<file path="config.mk">
export PLATFORM = sky130hd
export DESIGN_NAME = jogador_automatico_exp5
export DESIGN_NICKNAME = d
export VERILOG_FILES = /design/src/rtl/jogador_automatico_exp5.sv
export SDC_FILE = /design/constraint.sdc
export NUM_CORES = 1
export LEC_CHECK = 0
export BUFFER_PORTS_ARGS = -buffer_cell sky130_fd_sc_hd__buf_4
export CAP_MARGIN = 5
export CORE_MARGIN = 5
export CORE_UTILIZATION = 48
export CTS_CLUSTER_DIAMETER = 60
export DETAILED_ROUTE_END_ITERATION = 6
export PLACE_DENSITY = 0.69
export SLEW_MARGIN = 20
export SYNTH_ARGS = -nofsm -noshare
export SYNTH_HDL_FRONTEND = slang
export SYNTH_SLANG_ARGS = --single-unit
</file>
<file path="constraint.sdc">
create_clock -name clock -period 2.95 [get_ports clock]
set_input_delay 0.4425 -clock clock [delete_from_list [all_inputs] [get_ports clock]]
set_output_delay 0.4425 -clock clock [all_outputs]
set_load 0.01 [all_outputs]
</file>
<file path="src/rtl/jogador_automatico_exp5.sv">
// jogador_automatico_exp5
//   Automatic player for the Experiencia 5 memory game. It pulses iniciar,
//   plays a fixed table of one-hot jogadas on chaves and can make jogada
//   ERRO_EM deliberately wrong. It then latches the game's verdict and flags
//   inconsistente when that verdict is not the one this configuration expects.
//
// Ports
//   clock, reset        rising-edge clock, synchronous active-high reset
//   ativar              level, starts one game from OCIOSO
//   pronto/acertou/errou game result inputs (used only in VERIFICA/AGUARDA)
//   iniciar, chaves     drive the game's player inputs
//   ocupado, fim        status (busy / finished)
//   viu_acerto/viu_erro latched verdict
//   inconsistente       verdict differs from expectation, or pronto timed out
//   jogadas_feitas      jogadas completed in this game
//   db_estado           state code, debug
module jogador_automatico_exp5 #(
  parameter int N_JOGADAS   = 16,
  parameter int T_INICIAR   = 5,
  parameter int T_JOGADA    = 10,
  parameter int T_INTERVALO = 10,
  parameter int T_TIMEOUT   = 200,
  parameter int ERRO_EM     = 0
) (
  input  logic       clock,
  input  logic       reset,
  input  logic       ativar,
  input  logic       pronto,
  input  logic       acertou,
  input  logic       errou,
  output logic       iniciar,
  output logic [3:0] chaves,
  output logic       ocupado,
  output logic       fim,
  output logic       viu_acerto,
  output logic       viu_erro,
  output logic       inconsistente,
  output logic [4:0] jogadas_feitas,
  output logic [3:0] db_estado
);

  typedef enum logic [2:0] {
    OCIOSO     = 3'd0,
    INICIA     = 3'd1,
    ESPERA_INI = 3'd2,
    APERTA     = 3'd3,
    SOLTA      = 3'd4,
    VERIFICA   = 3'd5,
    AGUARDA    = 3'd6,
    FIM        = 3'd7
  } estado_t;

  // An out-of-range error position means "no wrong jogada".
  localparam int ERRO_EF = (ERRO_EM < 1 || ERRO_EM > N_JOGADAS) ? 0 : ERRO_EM;

  localparam logic [4:0] N_J    = 5'(N_JOGADAS);
  localparam logic [4:0] JF_ESP = (ERRO_EF == 0) ? 5'(N_JOGADAS) : 5'(ERRO_EF);
  localparam logic [4:0] ERRO_J = 5'(ERRO_EF);

  // Timer runs 0..T-1 inside a state; the last count is the exit cycle.
  localparam logic [7:0] LIM_INI = 8'(T_INICIAR - 1);
  localparam logic [7:0] LIM_JOG = 8'(T_JOGADA - 1);
  localparam logic [7:0] LIM_INT = 8'(T_INTERVALO - 1);
  localparam logic [7:0] LIM_TO  = 8'(T_TIMEOUT - 1);

  estado_t    estado, prox;
  logic [7:0] timer, lim;
  logic [4:0] index;
  logic       expira, veredito_ok;

  logic       nx_iniciar, nx_ocupado, nx_fim;
  logic       nx_va, nx_ve, nx_inc;
  logic [3:0] nx_chaves;
  logic [4:0] nx_jf, nx_idx;

  // Correct jogada for table position idx, rotated left when it is the
  // jogada chosen to be wrong (jogadas are numbered from 1).
  function automatic logic [3:0] jogada(input logic [4:0] idx);
    logic [3:0] j;
    case (idx[3:0])
      4'd0:  j = 4'b0001;
      4'd1:  j = 4'b0010;
      4'd2:  j = 4'b0100;
      4'd3:  j = 4'b1000;
      4'd4:  j = 4'b0100;
      4'd5:  j = 4'b0010;
      4'd6:  j = 4'b0001;
      4'd7:  j = 4'b0001;
      4'd8:  j = 4'b0010;
      4'd9:  j = 4'b0010;
      4'd10: j = 4'b0100;
      4'd11: j = 4'b0100;
      4'd12: j = 4'b1000;
      4'd13: j = 4'b1000;
      4'd14: j = 4'b0001;
      default: j = 4'b0100;
    endcase
    if (ERRO_EF != 0 && (idx + 5'd1) == ERRO_J) j = {j[2:0], j[3]};
    return j;
  endfunction

  always_comb begin
    lim = 8'd0;
    case (estado)
      INICIA:             lim = LIM_INI;
      ESPERA_INI, SOLTA:  lim = LIM_INT;
      APERTA:             lim = LIM_JOG;
      AGUARDA:            lim = LIM_TO;
      default:            lim = 8'd0;
    endcase
  end

  assign expira = (timer == lim);

  // The game's verdict is evaluated with jogadas_feitas already updated by
  // the last APERTA exit.
  always_comb begin
    if (ERRO_EF == 0) veredito_ok = acertou && !errou && (jogadas_feitas == JF_ESP);
    else              veredito_ok = errou && !acertou && (jogadas_feitas == JF_ESP);
  end

  // State register, timer and registered outputs.
  always_ff @(posedge clock) begin
    if (reset) begin
      estado         <= OCIOSO;
      timer          <= 8'd0;
      index          <= 5'd0;
      iniciar        <= 1'b0;
      chaves         <= 4'b0000;
      ocupado        <= 1'b0;
      fim            <= 1'b0;
      viu_acerto     <= 1'b0;
      viu_erro       <= 1'b0;
      inconsistente  <= 1'b0;
      jogadas_feitas <= 5'd0;
      db_estado      <= 4'd0;
    end else begin
      estado         <= prox;
      timer          <= (prox != estado) ? 8'd0 : timer + 8'd1;
      index          <= nx_idx;
      iniciar        <= nx_iniciar;
      chaves         <= nx_chaves;
      ocupado        <= nx_ocupado;
      fim            <= nx_fim;
      viu_acerto     <= nx_va;
      viu_erro       <= nx_ve;
      inconsistente  <= nx_inc;
      jogadas_feitas <= nx_jf;
      db_estado      <= {1'b0, prox};
    end
  end

  // Next state.
  always_comb begin
    prox = estado;
    case (estado)
      OCIOSO:     if (ativar) prox = INICIA;
      INICIA:     if (expira) prox = ESPERA_INI;
      ESPERA_INI: if (expira) prox = APERTA;
      APERTA:     if (expira) prox = SOLTA;
      SOLTA:      if (expira) prox = VERIFICA;
      VERIFICA: begin
        if (pronto)                      prox = FIM;
        else if (jogadas_feitas == N_J)  prox = AGUARDA;
        else                             prox = APERTA;
      end
      AGUARDA:    if (pronto || expira) prox = FIM;
      FIM:        if (!ativar) prox = OCIOSO;
      default:    prox = OCIOSO;
    endcase
  end

  // Next values of the registered outputs, derived from the state being
  // entered so each output lines up with db_estado.
  always_comb begin
    nx_jf  = jogadas_feitas;
    nx_idx = index;
    nx_va  = viu_acerto;
    nx_ve  = viu_erro;
    nx_inc = inconsistente;

    if (estado == OCIOSO && prox == INICIA) begin
      nx_jf  = 5'd0;
      nx_idx = 5'd0;
      nx_va  = 1'b0;
      nx_ve  = 1'b0;
      nx_inc = 1'b0;
    end
    if (estado == APERTA && expira) nx_jf = jogadas_feitas + 5'd1;
    if (estado == VERIFICA && !pronto && jogadas_feitas != N_J) nx_idx = index + 5'd1;

    if ((estado == VERIFICA || estado == AGUARDA) && pronto) begin
      nx_va  = acertou;
      nx_ve  = errou;
      nx_inc = !veredito_ok;
    end else if (estado == AGUARDA && expira) begin
      nx_inc = 1'b1;
    end

    nx_iniciar = (prox == INICIA);
    nx_chaves  = (prox == APERTA) ? jogada(nx_idx) : 4'b0000;
    nx_ocupado = (prox != OCIOSO) && (prox != FIM);
    nx_fim     = (prox == FIM);
  end

endmodule

</file>
; ---- Word level (Yosys, flattened, before mapping)
; Memories as Yosys holds them, arrays and structs flattened. A register that Yosys moved wholly into a read port is not among the register bits.
; Cells that the tools add are included.
[word_totals]
reg_bits = 28
romBits = 64
inputBits = 6
output_inout_bits = 19
elab_cells = 75
mem_count = 1
[op_classes]
add_sub_neg = 3
eq_ne = 15
n_mux = 20
bitwise_logic = 1
n_reduce_logical = 23
[memory_table]
columns = name, depth, width, read_ports, rd_clocked_by_memory_dff, wr, line_no
row1 = (name not given), 16, 4, 1, 1, 0, 80  ; case (idx[3:0])
[ops]
columns = op, n
row1 = $mux W3, 9
row2 = $pmux W3 S8, 1
row3 = $pmux W8 S3, 1
row4 = $mux W5, 4
row5 = $eq A3 B3 Y1 const B, 5
row6 = $add A5 B1 Y5 const B, 2
row7 = $eq A3 B2 Y1 const B, 3
row8 = $logic_and A1 B1 Y1, 9
row9 = $add A8 B1 Y8 const B, 1
row10 = $eq A8 B8 Y1, 1
row11 = $eq A3 B1 Y1 const B, 2
row12 = $reduce_bool A2 Y1, 3
row13 = $reduce_bool A3 Y1, 2
row14 = $eq A5 B5 Y1 const B, 1
row15 = $mux W1, 5
row16 = $ne A5 B5 Y1 const B, 1
row17 = $reduce_or A2 Y1, 2
row18 = $logic_not A1 Y1, 3
row19 = $logic_not A3 Y1, 1
row20 = $ne A3 B3 Y1, 1
row21 = $ne A3 B3 Y1 const B, 1
row22 = $reduce_or A3 Y1, 1
row23 = $logic_or A1 B1 Y1, 2
row24 = $not A1 Y1, 1

; ---- Logic depth before layout (Yosys ltp)
[depth]
depth_word = 12
depth_mapped = 10
mapped_depth_nobuf = 9

; ---- Worst setup path after synthesis
; OpenSTA, ideal clock, no wires.
[synth_path]
kind = flip-flop to flip-flop
from = register jogadas_feitas[0]
to = register chaves[0]
setup_time_ns = 0.116
t_arrival_ns = 2.209
required_ns = 2.834
path_slack_ns = 0.626
stages_incl_launch_ff = 10
path_buffers = 0
synth_period_minus_slack_ns = 2.324
path_cell_list = dfxtp_1 -> inv_1 -> ha_1 -> and4bb_1 -> or4_4 -> nor2_2 -> xor2_2 -> nand2_1 -> a21bo_1 -> and3_1
[synth_via]
elab_chain_cells = 8
elab_cells_between_ends = 13
cone_classes = eq/ne: 4 / mux: 5 / bitwise: 1 / reduce/logical: 3
[synth_lines]
columns = item, line_no
row1 = "start, declared", 38  ; output logic [4:0] jogadas_feitas,
row2 = "start signal, assigned", 148  ; jogadas_feitas <= nx_jf;
row3 = $eq A5 B5 Y1, 164  ; else if (jogadas_feitas == N_J) prox = AGUARDA;
row4 = $mux W3, 164
row5 = $mux W3, 163  ; if (pronto) prox = FIM;
row6 = $pmux W3 S8, 156  ; case (estado)
row7 = $eq A3 B1 Y1, 182  ; if (estado == OCIOSO && prox == INICIA) begin
row8 = $logic_and A1 B1 Y1, 182
row9 = $mux W5, 182
row10 = $mux W5, 190  ; if (estado == VERIFICA && !pronto && jogadas_feitas != N_J) nx_idx = index + 5'd1;
row11 = "end, declared", 32  ; output logic [3:0] chaves,
; Parallel ways exist; a longest one is shown, timed or not. The select of a mux whose other input is x is not followed.
; A chain may end at the register's enable or synchronous reset.

; ---- Worst setup path in the final report
[layout_path]
from = register estado[1]
to = register timer[4]
[layout_via]
elab_chain_cells = 9
elab_cells_between_ends = 22
cone_classes = eq/ne: 9 / mux: 9 / reduce/logical: 4
[layout_lines]
columns = item, line_no
row1 = "start, declared", 66  ; estado_t estado, prox;
row2 = "start signal, assigned", 138  ; estado <= prox;
row3 = $eq A3 B2 Y1 / $eq A3 B3 Y1 (equally long branches), "104, 156"
row4 = $reduce_or A3 Y1 (no source line), --
row5 = $pmux W8 S3, 104  ; case (estado)
row6 = $eq A8 B8 Y1, 113  ; assign expira = (timer == lim);
row7 = $logic_or A1 B1 Y1, 167  ; AGUARDA: if (pronto || expira) prox = FIM;
row8 = $mux W3, 167
row9 = $pmux W3 S8, 156
row10 = $ne A3 B3 Y1 *, 139  ; timer <= (prox != estado) ? 8'd0 : timer + 8'd1;
row11 = $reduce_or A2 Y1 (no source line) *, --
row12 = "end signal, assigned", 139
row13 = "end, declared", 67  ; logic [7:0] timer, lim;
; Mark *: on every way between the ends. The rest lies on a longest branch, timed or not.

==> load_flow_metrics.sql <==
INSERT INTO impl_metrics (metric_group, metric, value, unit) VALUES
('placed_design', 'gp_routability_congestion', '0.865', ''),
('critical_path', 'crit_path_max_fo', '20', ''),
('worst_hold_path', 'hold_path.startpoint', 'acertou', ''),
('die', 'area_of_the_core', '3630', 'µm²'),
('final_layout', 'antenna-diode-count', '0', ''),
('logic_synthesis', 'synth.top_cell.area_share', '33.7', '%'),
('logic_synthesis', 'postSynthCellCount', '212', ''),
('critical_path', 'crit_path_end_kind', 'flop', ''),
('detailed_routing', 'avgRoutedWirePerCell', '13.2', 'µm'),
('job', 'max_cap_viol_count', '0', ''),
('critical_path', 'timing.critical_path.from', 'estado[1]', ''),
('placed_design', 'hpwlAfterDp', '2630', 'µm'),
('logic_synthesis', 'synthesis.nets', '222', ''),
('timing', 'fin_worst_skew', '0.00485', 'ns'),
('global_route', 'grt_first_pass_wirelength', '6390', 'µm'),
('die', 'num_io_pins', '25', ''),
('timing', 'final-max-slew-violation-count', '0', ''),
('critical_path', 'critPathArrivalTime', '2.72', 'ns'),
('critical_path', 'critical_path_buf_inv_count', '0', ''),
('critical_path', 'required', '3.10', 'ns'),
('final_layout', 'fill_cells', '344', ''),
('final_layout', 'mostFrequentLayoutCell', 'dfxtp_1', ''),
('global_route', 'grt.total_usage', '15.6', '%'),
('global_route', 'gr-max-usage-layer', 'met2', ''),
('logic_synthesis', 'synth.yosys.seq_area_share', '33.7', '%'),
('timing', 'finalSetupViolCount', '0', ''),
('run_status', 'status', 'completed', ''),
('logic_synthesis', 'synth.avg_cell_area', '8.41', 'µm²'),
('timing', 'max_slew.worst_pin.slew', '0.673', 'ns'),
('logic_synthesis', 'dominant_register_cell_in_the_synthesized_netlist', 'dfxtp_1', ''),
('placed_design', 'placement.io_buffers', '23', ''),
('critical_path', 'critical_path.top_delay_family', 'compound AO/OA/AOI/OAI gates', ''),
('global_route', 'globalRouteMet1Util', '21.0', '%'),
('timing', 'totalNegativeSetupSlack', '0', 'ns'),
('timing', 'hold_slack', '0.398', 'ns'),
('logic_synthesis', 'largest_cells_by_area_after_synthesis', 'dfxtp_1 (34%), nor2_1 (3.8%), nand3_1 (3.6%)', ''),
('critical_path', 'worst_path_max_delay_cell', 'dfxtp_1', ''),
('detailed_routing', 'routed_wl', '3670', 'µm'),
('logic_synthesis', 'ys_async_sr_fraction', '0', '%'),
('logic_synthesis', 'postSynthRegisterBits', '30', ''),
('global_route', 'met3_usage', '4.83', '%'),
('detailed_routing', 'antenna_left', '0', ''),
('clock_tree', 'cts.sinks', '30', ''),
('global_route', 'via_count_of_the_first_global_routing_pass', '1392', ''),
('logic_synthesis', 'synth_enable_flop_cells', '0', ''),
('critical_path', 'cell_by_cell_trace_of_the_critical_path', 'xnor2_1, o221ai_1, a211oi_1, a21o_1, o2bb2a_1, mux2i_2, nor3_1', ''),
('pwr', 'power.leakage', '0.801', 'nW'),
('pwr', 'overall_power', '1.51', 'mW'),
('placed_design', 'dpl_cell_area', '1940', 'µm²'),
('die', 'die_h', '70.9', 'µm'),
('clock_tree', 'ctsLongestPathBuffers', '2', ''),
('critical_path', 'worstSetupStartpointType', 'flop', ''),
('logic_synthesis', 'post-synth-top-area-cell', 'dfxtp_1', ''),
('timing', 'max_slew_margin', '55.1', '%'),
('logic_synthesis', 'netlist_area', '1780', 'µm²'),
('global_route', 'antenna_found_initial', '0', ''),
('die', 'initial_core_util', '49.1', '%'),
('global_route', 'globalRouteOverflowTotal', '0', ''),
('clock_tree', 'cts.htree.levels', '2', ''),
('clock_tree', 'clkSlewWorstSetupHoldPaths', '0.06', 'ns'),
('critical_path', 'worstSetupPathType', 'flop to flop', ''),
('detailed_routing', 'dr.pass1.iters', '4', ''),
('clock_tree', 'cts-resized-gates', '0', ''),
('final_layout', 'finalCoreUtilization', '56.5', '%'),
('critical_path', 'crit-reg2reg-launch', 'estado[1]', ''),
('timing', 'fin_crit_sh', '87.1', '%'),
('detailed_routing', 'drt_iter0_markers', '63', ''),
('clock_tree', 'hold_buffers', '0', ''),
('die', 'dieWidth', '70.9', 'µm'),
('timing', 'finalCriticalPeriod', '2.57', 'ns'),
('clock_tree', 'cts_tree', 'yes', '');
power breakdown:
part	switching [mW]	leakage (nW)	internal [mW]
Combinational	0.364	0.501	0.255
Clock	0.148	0.0575	0.235
Sequential	0.0632	0.243	0.444
Total	0.575	0.801	0.935
logic make-up after synthesis:
family          after synthesis  share of synthesized area, %
other cells                   1                         0.210
fa+ha+maj                     4                          2.81
simple gates                 95                          30.4
mux                           3                          1.89
flops                        30                          33.7
xor+xnor                     13                          6.81
compound gates               43                          17.7
buf+inv                      23                          6.53
metal layers:
| layer | routed length (µm) | part of all wire (%) | vias to the layer above |
|---|---|---|---|
| met1 | 1780 | 49 | 667 |
| li1 | - | - | 789 |
| met5 | 0 | 0 | - |
| met4 | 64 | 1.7 | 0 |
| met2 | 1630 | 45 | 32 |
| met3 | 187 | 5.1 | 8 |
sequential cells by signal, summed over array words and instances, names as in the netlist:
| name | count |
|---|---|
| fim | 1 |
| jogadas_feitas | 5 |
| chaves | 4 |
| inconsistente | 1 |
| ocupado | 1 |
| viu_erro | 1 |
| viu_acerto | 1 |
| estado | 3 |
| index | 4 |
| iniciar | 1 |
| timer | 8 |
final cells by class:
type                       instances  area, µm²  share of cell area, %
timing repair buffer              25        188                   9.14
sequential                        30        601                   29.2
clock buffer                       8        110                   5.36
inverter                           8       30.0                   1.46
tap                               48       60.1                   2.92
multi-input combinational        159       1070                   51.9
cells in the mapped netlist, types with 3 or more instances:
library cell,count
dfxtp_1,30
nor2_1,18
nand2_1,15
nand3_1,13
nor3_1,13
a21oi_1,12
inv_1,8
o21ai_0,7
xnor2_1,6
xor2_1,6
a211oi_1,5
and3_1,5
clkbuf_1,5
ha_1,4
nor2b_1,4
or3_1,4
and2_1,3
buf_1,3
buf_2,3
buf_6,3
nor3b_1,3
per-stage QoR:
| stage | worst slack, ns | instances |
|---|---|---|
| finish | 0.380 | 278 |
| global route | 0.0509 | 278 |
| global placement | 0.469 | 270 |
| floorplan | 0.626 | 212 |
| CTS | 0.383 | 278 |
| detailed placement | 0.411 | 270 |
path summary, 6_finish.rpt:
kind / slack (ns) / endpoint / cells past startpoint
setup / recovery: 0.38 / timer[4] / 7
hold / removal: 0.40 / viu_acerto / 3
setup reg to reg: 0.38 / timer[4] / 7
hold reg to reg: 0.51 / jogadas_feitas[4] / 2
worst min-delay path, cell delays in order:
cell     delay [ns]
buf_4          0.08
a21oi_1        0.05
nor2_1         0.07
(Power assumes the default switching activity.)
